<file path="config.mk">
export PLATFORM = sky130hd
export DESIGN_NAME = ex_stage_unit_flat
export DESIGN_NICKNAME = d
export VERILOG_FILES = /design/src/rtl/ex_stage_pkg.sv /design/src/rtl/ex_stage_if.sv /design/src/rtl/ex_stage_unit_mul.sv /design/src/rtl/ex_stage_unit.sv /design/src/flat_wrapper.sv
export SDC_FILE = /design/constraint.sdc
export NUM_CORES = 1
export LEC_CHECK = 0
export BUFFER_PORTS_ARGS = -buffer_cell sky130_fd_sc_hd__buf_2
export CAP_MARGIN = 20
export CELL_PAD_IN_SITES_DETAIL_PLACEMENT = 1
export CELL_PAD_IN_SITES_GLOBAL_PLACEMENT = 2
export CORE_ASPECT_RATIO = 0.6
export CORE_MARGIN = 3
export CORE_UTILIZATION = 38
export CTS_BUF_LIST = sky130_fd_sc_hd__clkbuf_4 sky130_fd_sc_hd__clkbuf_8
export CTS_CLUSTER_DIAMETER = 120
export CTS_CLUSTER_SIZE = 28
export DETAILED_ROUTE_END_ITERATION = 8
export HOLD_SLACK_MARGIN = 0.03
export PLACE_DENSITY_LB_ADDON = 0.1
export SYNTH_ARGS = -nofsm -noshare
export SYNTH_HDL_FRONTEND = slang
export SYNTH_HIERARCHICAL = 1
export SYNTH_SLANG_ARGS = --single-unit
</file>
<file path="constraint.sdc">
create_clock -name clk -period 7.59 [get_ports clk]
set_clock_uncertainty 0.05 [all_clocks]
set_input_delay 0.759 -clock clk [delete_from_list [all_inputs] [get_ports clk]]
set_output_delay 0.759 -clock clk [all_outputs]
set_load 0.03 [all_outputs]
</file>
<file path="src/rtl/ex_stage_pkg.sv">
// Shared definitions for the execute stage.
// Contents: op encodings, forwarding select codes, FSM state type, field widths.
package ex_stage_pkg;

   localparam int unsigned OP_W  = 4;
   localparam int unsigned FWD_W = 2;

   // Op codes 9..15 are unassigned and produce a zero result.
   typedef enum logic [OP_W-1:0] {
      OP_OR  = 4'd0,
      OP_AND = 4'd1,
      OP_XOR = 4'd2,
      OP_ADD = 4'd3,
      OP_SUB = 4'd4,
      OP_SLL = 4'd5,
      OP_SRL = 4'd6,
      OP_SLT = 4'd7,
      OP_MUL = 4'd8
   } op_e;

   localparam logic [FWD_W-1:0] FWD_REG   = 2'b00;
   localparam logic [FWD_W-1:0] FWD_EXMEM = 2'b01;
   localparam logic [FWD_W-1:0] FWD_MEMWB = 2'b10;

   typedef enum logic {
      ST_IDLE = 1'b0,
      ST_MUL  = 1'b1
   } state_e;

endpackage

</file>
<file path="src/rtl/ex_stage_if.sv">
// Bundle between ID/EX (master) and the execute stage (slave).
// Master drives: in_valid, op, rs1_data, rs2_data, imm, alu_src, mem_write,
//                fwd_a, fwd_b, exmem_result, memwb_result.
// Slave drives:  in_ready, out_valid, result, store_data, store_en.
interface ex_stage_if #(
   parameter int unsigned W = 32
);
   import ex_stage_pkg::*;

   logic             in_valid;
   logic             in_ready;
   logic [OP_W-1:0]  op;
   logic [W-1:0]     rs1_data;
   logic [W-1:0]     rs2_data;
   logic [W-1:0]     imm;
   logic             alu_src;
   logic             mem_write;
   logic [FWD_W-1:0] fwd_a;
   logic [FWD_W-1:0] fwd_b;
   logic [W-1:0]     exmem_result;
   logic [W-1:0]     memwb_result;
   logic             out_valid;
   logic [W-1:0]     result;
   logic [W-1:0]     store_data;
   logic             store_en;

   modport master (
      output in_valid, op, rs1_data, rs2_data, imm, alu_src, mem_write,
             fwd_a, fwd_b, exmem_result, memwb_result,
      input  in_ready, out_valid, result, store_data, store_en
   );

   modport slave (
      input  in_valid, op, rs1_data, rs2_data, imm, alu_src, mem_write,
             fwd_a, fwd_b, exmem_result, memwb_result,
      output in_ready, out_valid, result, store_data, store_en
   );

endinterface

</file>
<file path="src/rtl/ex_stage_unit_mul.sv">
// Iterative radix-2 shift-add multiplier, low W bits of the unsigned product.
// Ports: clk, reset (sync, active-high), i_start (load a/b), i_a, i_b,
//        o_busy (iteration in progress), o_done (final iteration this cycle),
//        o_product (valid while o_done is high).
// The start edge already folds in multiplier bit 0, so bits 1..W-1 take
// W-1 further edges; o_done/o_product are combinational so the owner can
// register the result on the same edge as the last iteration.
module mul_iter #(
   parameter int unsigned W = 32
) (
   input  logic         clk,
   input  logic         reset,
   input  logic         i_start,
   input  logic [W-1:0] i_a,
   input  logic [W-1:0] i_b,
   output logic         o_busy,
   output logic         o_done,
   output logic [W-1:0] o_product
);
   localparam int unsigned CW = $clog2(W);

   logic          r_busy;
   logic [CW-1:0] r_cnt;
   logic [W-1:0]  r_acc;
   logic [W-1:0]  r_mcand;
   logic [W-1:0]  r_mplier;
   logic [W-1:0]  w_sum;

   // Accumulate the shifted multiplicand when the current multiplier bit is set.
   assign w_sum = r_acc + (r_mplier[0] ? r_mcand : '0);

   // Counter and shift/accumulate registers.
   always_ff @(posedge clk) begin
      if (reset) begin
         r_busy   <= 1'b0;
         r_cnt    <= '0;
         r_acc    <= '0;
         r_mcand  <= '0;
         r_mplier <= '0;
      end else if (i_start) begin
         r_busy   <= 1'b1;
         r_cnt    <= CW'(1);
         r_acc    <= i_b[0] ? i_a : '0;
         r_mcand  <= i_a << 1;
         r_mplier <= i_b >> 1;
      end else if (r_busy) begin
         r_acc    <= w_sum;
         r_mcand  <= r_mcand << 1;
         r_mplier <= r_mplier >> 1;
         r_cnt    <= r_cnt + CW'(1);
         if (r_cnt == CW'(W-1)) begin
            r_busy <= 1'b0;
         end
      end
   end

   assign o_busy    = r_busy;
   assign o_done    = r_busy && (r_cnt == CW'(W-1));
   assign o_product = w_sum;

endmodule

</file>
<file path="src/rtl/ex_stage_unit.sv">
// Execute stage: operand forwarding, 8-op ALU, iterative MUL, registered outputs.
// Ports: clk, reset (sync, active-high), bus (ex_stage_if.slave).
// ALU ops complete one cycle after accept; MUL completes W cycles after
// accept with in_ready low until the result pulse.
module ex_stage_unit #(
   parameter int unsigned W      = 32,
   parameter bit          MUL_EN = 1'b1
) (
   input  logic      clk,
   input  logic      reset,
   ex_stage_if.slave bus
);
   import ex_stage_pkg::*;

   localparam int unsigned SHW = $clog2(W);

   state_e       r_state;
   state_e       w_next_state;
   logic         w_in_ready;
   logic         w_alu_load;
   logic         w_mul_start;
   logic         w_mul_finish;
   logic         w_is_mul;

   logic [W-1:0] w_a;
   logic [W-1:0] w_fb;
   logic [W-1:0] w_b;
   logic [W-1:0] w_alu;

   logic         w_mul_busy;
   logic         w_mul_done;
   logic [W-1:0] w_mul_product;

   logic [W-1:0] r_result;
   logic [W-1:0] r_store_data;
   logic         r_store_en;
   logic         r_out_valid;
   logic [W-1:0] r_pend_sd;
   logic         r_pend_se;

   // Forwarding muxes; code 11 falls back to the register value.
   always_comb begin
      case (bus.fwd_a)
         FWD_EXMEM: w_a = bus.exmem_result;
         FWD_MEMWB: w_a = bus.memwb_result;
         default:   w_a = bus.rs1_data;
      endcase
      case (bus.fwd_b)
         FWD_EXMEM: w_fb = bus.exmem_result;
         FWD_MEMWB: w_fb = bus.memwb_result;
         default:   w_fb = bus.rs2_data;
      endcase
   end

   // Store data always takes the forwarded rs2 value, never the immediate.
   assign w_b = bus.alu_src ? bus.imm : w_fb;

   // Single-cycle ALU; MUL lands here only when the multiplier is absent.
   always_comb begin
      w_alu = '0;
      case (bus.op)
         OP_OR:   w_alu = w_a | w_b;
         OP_AND:  w_alu = w_a & w_b;
         OP_XOR:  w_alu = w_a ^ w_b;
         OP_ADD:  w_alu = w_a + w_b;
         OP_SUB:  w_alu = w_a - w_b;
         OP_SLL:  w_alu = w_a << w_b[SHW-1:0];
         OP_SRL:  w_alu = w_a >> w_b[SHW-1:0];
         OP_SLT:  w_alu = W'($signed(w_a) < $signed(w_b));
         default: w_alu = '0;
      endcase
   end

   assign w_is_mul = MUL_EN && (bus.op == OP_MUL);

   mul_iter #(.W(W)) u_mul (
      .clk       (clk),
      .reset     (reset),
      .i_start   (w_mul_start),
      .i_a       (w_a),
      .i_b       (w_b),
      .o_busy    (w_mul_busy),
      .o_done    (w_mul_done),
      .o_product (w_mul_product)
   );

   // FSM state register.
   always_ff @(posedge clk) begin
      if (reset) begin
         r_state <= ST_IDLE;
      end else begin
         r_state <= w_next_state;
      end
   end

   // FSM next state and control strobes; in_ready depends on state only.
   always_comb begin
      w_next_state = r_state;
      w_in_ready   = 1'b0;
      w_alu_load   = 1'b0;
      w_mul_start  = 1'b0;
      w_mul_finish = 1'b0;
      case (r_state)
         ST_IDLE: begin
            w_in_ready = 1'b1;
            if (bus.in_valid) begin
               if (w_is_mul) begin
                  w_mul_start  = 1'b1;
                  w_next_state = ST_MUL;
               end else begin
                  w_alu_load = 1'b1;
               end
            end
         end
         ST_MUL: begin
            if (w_mul_done) begin
               w_mul_finish = 1'b1;
               w_next_state = ST_IDLE;
            end else if (!w_mul_busy) begin
               w_next_state = ST_IDLE;
            end
         end
         default: w_next_state = ST_IDLE;
      endcase
   end

   // Output registers; store fields for a MUL are parked until its result pulse.
   always_ff @(posedge clk) begin
      if (reset) begin
         r_result     <= '0;
         r_store_data <= '0;
         r_store_en   <= 1'b0;
         r_out_valid  <= 1'b0;
         r_pend_sd    <= '0;
         r_pend_se    <= 1'b0;
      end else begin
         r_out_valid <= 1'b0;
         if (w_alu_load) begin
            r_result     <= w_alu;
            r_store_data <= w_fb;
            r_store_en   <= bus.mem_write;
            r_out_valid  <= 1'b1;
         end
         if (w_mul_start) begin
            r_pend_sd <= w_fb;
            r_pend_se <= bus.mem_write;
         end
         if (w_mul_finish) begin
            r_result     <= w_mul_product;
            r_store_data <= r_pend_sd;
            r_store_en   <= r_pend_se;
            r_out_valid  <= 1'b1;
         end
      end
   end

   assign bus.in_ready   = w_in_ready;
   assign bus.out_valid  = r_out_valid;
   assign bus.result     = r_result;
   assign bus.store_data = r_store_data;
   assign bus.store_en   = r_store_en;

endmodule

</file>
<file path="src/flat_wrapper.sv">
// flat-port wrapper written by rule: the top's interface ports become plain ports
module ex_stage_unit_flat import ex_stage_pkg::*;
#(
   parameter int unsigned W      = 32,
   parameter bit          MUL_EN = 1'b1
)
  (clk, reset, bus_in_valid, bus_op, bus_rs1_data, bus_rs2_data, bus_imm, bus_alu_src, bus_mem_write, bus_fwd_a, bus_fwd_b, bus_exmem_result, bus_memwb_result, bus_in_ready, bus_out_valid, bus_result, bus_store_data, bus_store_en);
  ex_stage_if #(.W(W)) bus_i ();
  input  logic clk;
  input  logic reset;
  input wire logic [$bits(bus_i.in_valid)-1:0] bus_in_valid;
  input wire logic [$bits(bus_i.op)-1:0] bus_op;
  input wire logic [$bits(bus_i.rs1_data)-1:0] bus_rs1_data;
  input wire logic [$bits(bus_i.rs2_data)-1:0] bus_rs2_data;
  input wire logic [$bits(bus_i.imm)-1:0] bus_imm;
  input wire logic [$bits(bus_i.alu_src)-1:0] bus_alu_src;
  input wire logic [$bits(bus_i.mem_write)-1:0] bus_mem_write;
  input wire logic [$bits(bus_i.fwd_a)-1:0] bus_fwd_a;
  input wire logic [$bits(bus_i.fwd_b)-1:0] bus_fwd_b;
  input wire logic [$bits(bus_i.exmem_result)-1:0] bus_exmem_result;
  input wire logic [$bits(bus_i.memwb_result)-1:0] bus_memwb_result;
  output wire logic [$bits(bus_i.in_ready)-1:0] bus_in_ready;
  output wire logic [$bits(bus_i.out_valid)-1:0] bus_out_valid;
  output wire logic [$bits(bus_i.result)-1:0] bus_result;
  output wire logic [$bits(bus_i.store_data)-1:0] bus_store_data;
  output wire logic [$bits(bus_i.store_en)-1:0] bus_store_en;
  assign bus_i.in_valid = bus_in_valid;
  assign bus_i.op = bus_op;
  assign bus_i.rs1_data = bus_rs1_data;
  assign bus_i.rs2_data = bus_rs2_data;
  assign bus_i.imm = bus_imm;
  assign bus_i.alu_src = bus_alu_src;
  assign bus_i.mem_write = bus_mem_write;
  assign bus_i.fwd_a = bus_fwd_a;
  assign bus_i.fwd_b = bus_fwd_b;
  assign bus_i.exmem_result = bus_exmem_result;
  assign bus_i.memwb_result = bus_memwb_result;
  assign bus_in_ready = bus_i.in_ready;
  assign bus_out_valid = bus_i.out_valid;
  assign bus_result = bus_i.result;
  assign bus_store_data = bus_i.store_data;
  assign bus_store_en = bus_i.store_en;
  ex_stage_unit #(.W(W), .MUL_EN(MUL_EN)) u_core (.clk(clk), .reset(reset), .bus(bus_i));
endmodule
</file>
==> out/qor.yml <==
finish:
  fin_area_mm2: 0.0233
  final_cells: 3767
  final_core_util_pct: 43.6
  fin_nets: 3363
  fillers: 6761
  areaGrowthSynthToFinish_pct: 11.6
  drive_above_1_share_pct: 15.3
synth:
  syn_avg_cell_area_um2: 7.15
  yosys.area.top_type: "dfxtp_1"
  synth_flop_cell: "dfxtp_1"
  yosys.cell_count.top_type: "nor2_1"
  synth_common_cells: "350 x nor2_1, 338 x nand2_1, 310 x a21oi_1"
  synthDistinctLibCells: 93
  syn_inst: 2914
  yosys_warnings: 6
  synth_fp_nets: 3230
  synth.top_cell.area_share_pct: 19.2
  synth_area_mm2: 0.0208
  synth_seq_cells: 200
  async_reset_ff_share_pct: 0
  yosysSeqAreaShare_pct: 19.2
  synth_edf_count: 0
  synth_area_leaders: "dfxtp_1 19%, mux2i_1 10%, ha_1 8.4%"
pwr:
  comb_power_share_pct: 51.7
  intPower_mw: 1.93
  power.switching_mw: 2.04
  clkPwrFrac_pct: 20.4
  swShare_pct: 51.3
  p_leak_nw: 9.99
  pwr_density_cell_mw_per_mm2: 171
  pwr-share-seq_pct: 27.9
  vdd_drop_max_v: 0.000132
detailed_routing:
  vias: 25600
  wirelength_um: 131000
  post-route-drc-count: 0
  viasPerCell: 6.78
  first_pass_iters: 8
  final_antenna_net_count: 0
  drt-initial-drc-count: 3686
  wl_per_cell_um: 34.7
cts:
  clock_latency_ns: 0.59
  ctsResizeCount: 0
  root_buffer: "clkbuf_8"
  path_clk_slew_ns: 0.14
  cts_buffers: 17
  htree_levels: 4
  cts_hold_buffers: 0
  cts_setup_buffers: 0
  clk_path_buf_depth: 2
  cts_sinks: 200
  cts_tree: "done"
sta:
  rsz0062_at_grt: "false"
  setup_viol: 0
  min_period_ns: 5.83
  period_share_pct: 76.9
  setup_tns_ns: 0
  setup_slack_ns: 1.76
  final_max_slew_viol_count: 0
  fmaxAchievable_ghz: 0.171
  hold_viol_final: 0
  worst_slew_pin_slew_ns: 1.22
  slew-limit-headroom_pct: 18.1
worst_setup_path:
  crit_top_cell: "buf_4"
  worst_setup_path_end_kind: "register"
  slowest_delay_ns: 0.83
  cp_cell_sequence: "buf_2 -> inv_1 -> ha_2 -> or3b_1 -> o211ai_4 -> inv_2 -> ha_1 -> fa_1 -> nor2b_1 -> o311ai_0 -> buf_4 -> a21oi_1 -> and3b_1 -> o21ai_0 -> buf_4 -> a31oi_1 -> a211oi_1 -> o221a_2 -> o22ai_1"
  worstReg2RegEnd: "u_core/bus.result[31]"
  worstPathArrival_ns: 6.27
  startpoint_type: "primary input"
  worstPathRequired_ns: 8.03
  path_max_fanout: 46
  slowest_stage: "ha_2"
  timing.rr.start: "u_core/u_mul/r_mplier[0]"
  ff2ff_path_depth: 14
  crit_type: "primary input to register"
  r2r_slack_ns: 2.18
global_routing:
  grt_start_max_net_pins: 69
  grt.total_usage_pct: 43.7
  grt_pass1_vias: 24000
  grt_antenna_before_repair: 9
  grt.overflow.total: 0
  grt_pass1_wl_um: 183000
floorplanning:
  io_pins: 240
  core_area_mm2: 0.0534
  fp-row-count: 65
  die_y_um: 187
  initial_utilization_pct: 39.1
  die_area_mm2: 0.0578
  die_x_um: 308
min_path:
  hold-path-cell-count: 3
  min_path_type: "primary input to register"
  min_from: "bus_mem_write"
  min_to: "u_core/r_pend_se"
place:
  gp_congestion: 1.05
  dp_hpwl_um: 105000
  place_area_mm2: 0.0228
  place_ws_ns: 1.30
  place_inst: 3729
  io_buffers: 239
status:
  status: "complete, no violations"
job:
  drv_cap: 0
==> power groups by stage <==
| stage | sequential (mW) | clock, mW | combinational, mW |
|---|---|---|---|
| floorplan | 1.16 | 0 | 1.10 |
| global placement | 1.13 | 0 | 1.91 |
| detailed placement | 1.13 | 0 | 1.92 |
| CTS | 1.11 | 0.813 | 1.93 |
| global route | 1.11 | 0.853 | 2.12 |
| finish | 1.11 | 0.809 | 2.05 |
==> routing by layer <==
| metal | up-vias | track usage [%] | share of wire, % |
|---|---|---|---|
| li1 | 10800 | - | - |
| met1 | 12800 | 66.7 | 46 |
| met2 | 1674 | 53.2 | 36 |
| met3 | 182 | 19.2 | 15 |
| met4 | 6 | 11.9 | 2.8 |
| met5 | - | 0 | 0.032 |
==> stage by stage <==
stage / total power, mW / hold WS (ns)
global route: 4.08 / 0.361
finish: 3.97 / 0.381
global placement: 3.04 / 0.391
detailed placement: 3.06 / 0.399
floorplan: 2.26 / 0.387
CTS: 3.85 / 0.344
==> cell type report <==
type / instances / area [um2] / area share (%)
multi-input combinational: 2381 / 15600 / 66.9
sequential: 200 / 4010 / 17.2
timing repair buffer: 334 / 1940 / 8.33
tap: 703 / 880 / 3.78
inverter: 113 / 432 / 1.86
clock buffer: 17 / 234 / 1.01
clock inverter: 15 / 191 / 0.823
antenna: 4 / 10.0 / 0.0430
==> registers in the layout (all words and copies together) (netlist names) <==
name and flops:
u_core/u_mul/r_mplier 31, u_core/u_mul/r_cnt 5, u_core/r_pend_sd 32, u_core/bus.store_en 1, u_core/r_state 1, u_core/bus.result 32
u_core/r_pend_se 1, u_core/u_mul/o_busy 1, u_core/u_mul/r_acc 32, u_core/bus.out_valid 1, u_core/u_mul/r_mcand 31, u_core/bus.store_data 32
==> kinds of logic (layout without fill, tap and decap cells) <==
| kind of cell | Yosys count | count (layout) | share of synthesized area [%] |
|---|---|---|---|
| AOI/OAI and AO/OA | 954 | 954 | 30.1 |
| xor gates and xnor gates | 42 | 42 | 1.76 |
| adders and majority gates | 143 | 143 | 8.69 |
| buffers and inverters | 333 | 479 | 6.60 |
| DFF | 200 | 200 | 19.2 |
| muxes | 252 | 252 | 12.4 |
| other | 0 | 4 | 0 |
| and+or+nand+nor | 990 | 990 | 21.2 |
==> worst max-delay path by stage <==
stage / slack [ns] / startpoint / end
floorplan: 2.77 / bus_fwd_b[0] / u_core/bus.result[0]
global placement: 1.26 / bus_fwd_b[0] / u_core/bus.result[8]
detailed placement: 1.30 / bus_fwd_b[0] / u_core/bus.result[30]
CTS: 1.93 / bus_fwd_b[0] / u_core/bus.result[30]
global route: 1.49 / bus_fwd_b[0] / u_core/bus.result[30]
finish: 1.76 / bus_fwd_b[0] / u_core/bus.result[30]
==> cell usage in the layout, fill, tap and decap left out, types with 18 or more instances in the layout <==
| master | netlist | layout |
|---|---|---|
| a311oi_1 | 20 | 20 |
| o221ai_1 | 21 | 21 |
| a21oi_1 | 310 | 310 |
| and2_1 | 42 | 41 |
| o21ai_0 | 147 | 143 |
| a211oi_1 | 61 | 61 |
| dfxtp_1 | 200 | 199 |
| nor2_1 | 350 | 347 |
| nor3_1 | 54 | 52 |
| buf_4 | 6 | 91 |
| o211ai_1 | 29 | 29 |
| nor2b_1 | 19 | 19 |
| a21o_1 | 30 | 30 |
| mux2i_1 | 209 | 208 |
| ha_1 | 140 | 138 |
| o21bai_1 | 25 | 25 |
| a221oi_1 | 29 | 29 |
| inv_1 | 106 | 105 |
| nand2b_1 | 18 | 18 |
| xnor2_1 | 28 | 28 |
| mux2_2 | 42 | 42 |
| and3_1 | 40 | 40 |
| nand2_1 | 338 | 336 |
| a22oi_1 | 78 | 78 |
| a31oi_1 | 29 | 29 |
| nand3_1 | 41 | 41 |
| buf_2 | 39 | 239 |
==> worst max-delay path: cells and delay by family <==
family / cells / cell delay, ns
fa+ha+maj: 3 / 1.65
compound gates: 8 / 2.13
buf+inv: 5 / 0.80
simple gates: 3 / 0.90
Note: power is estimated with default switching activity, not from simulation.
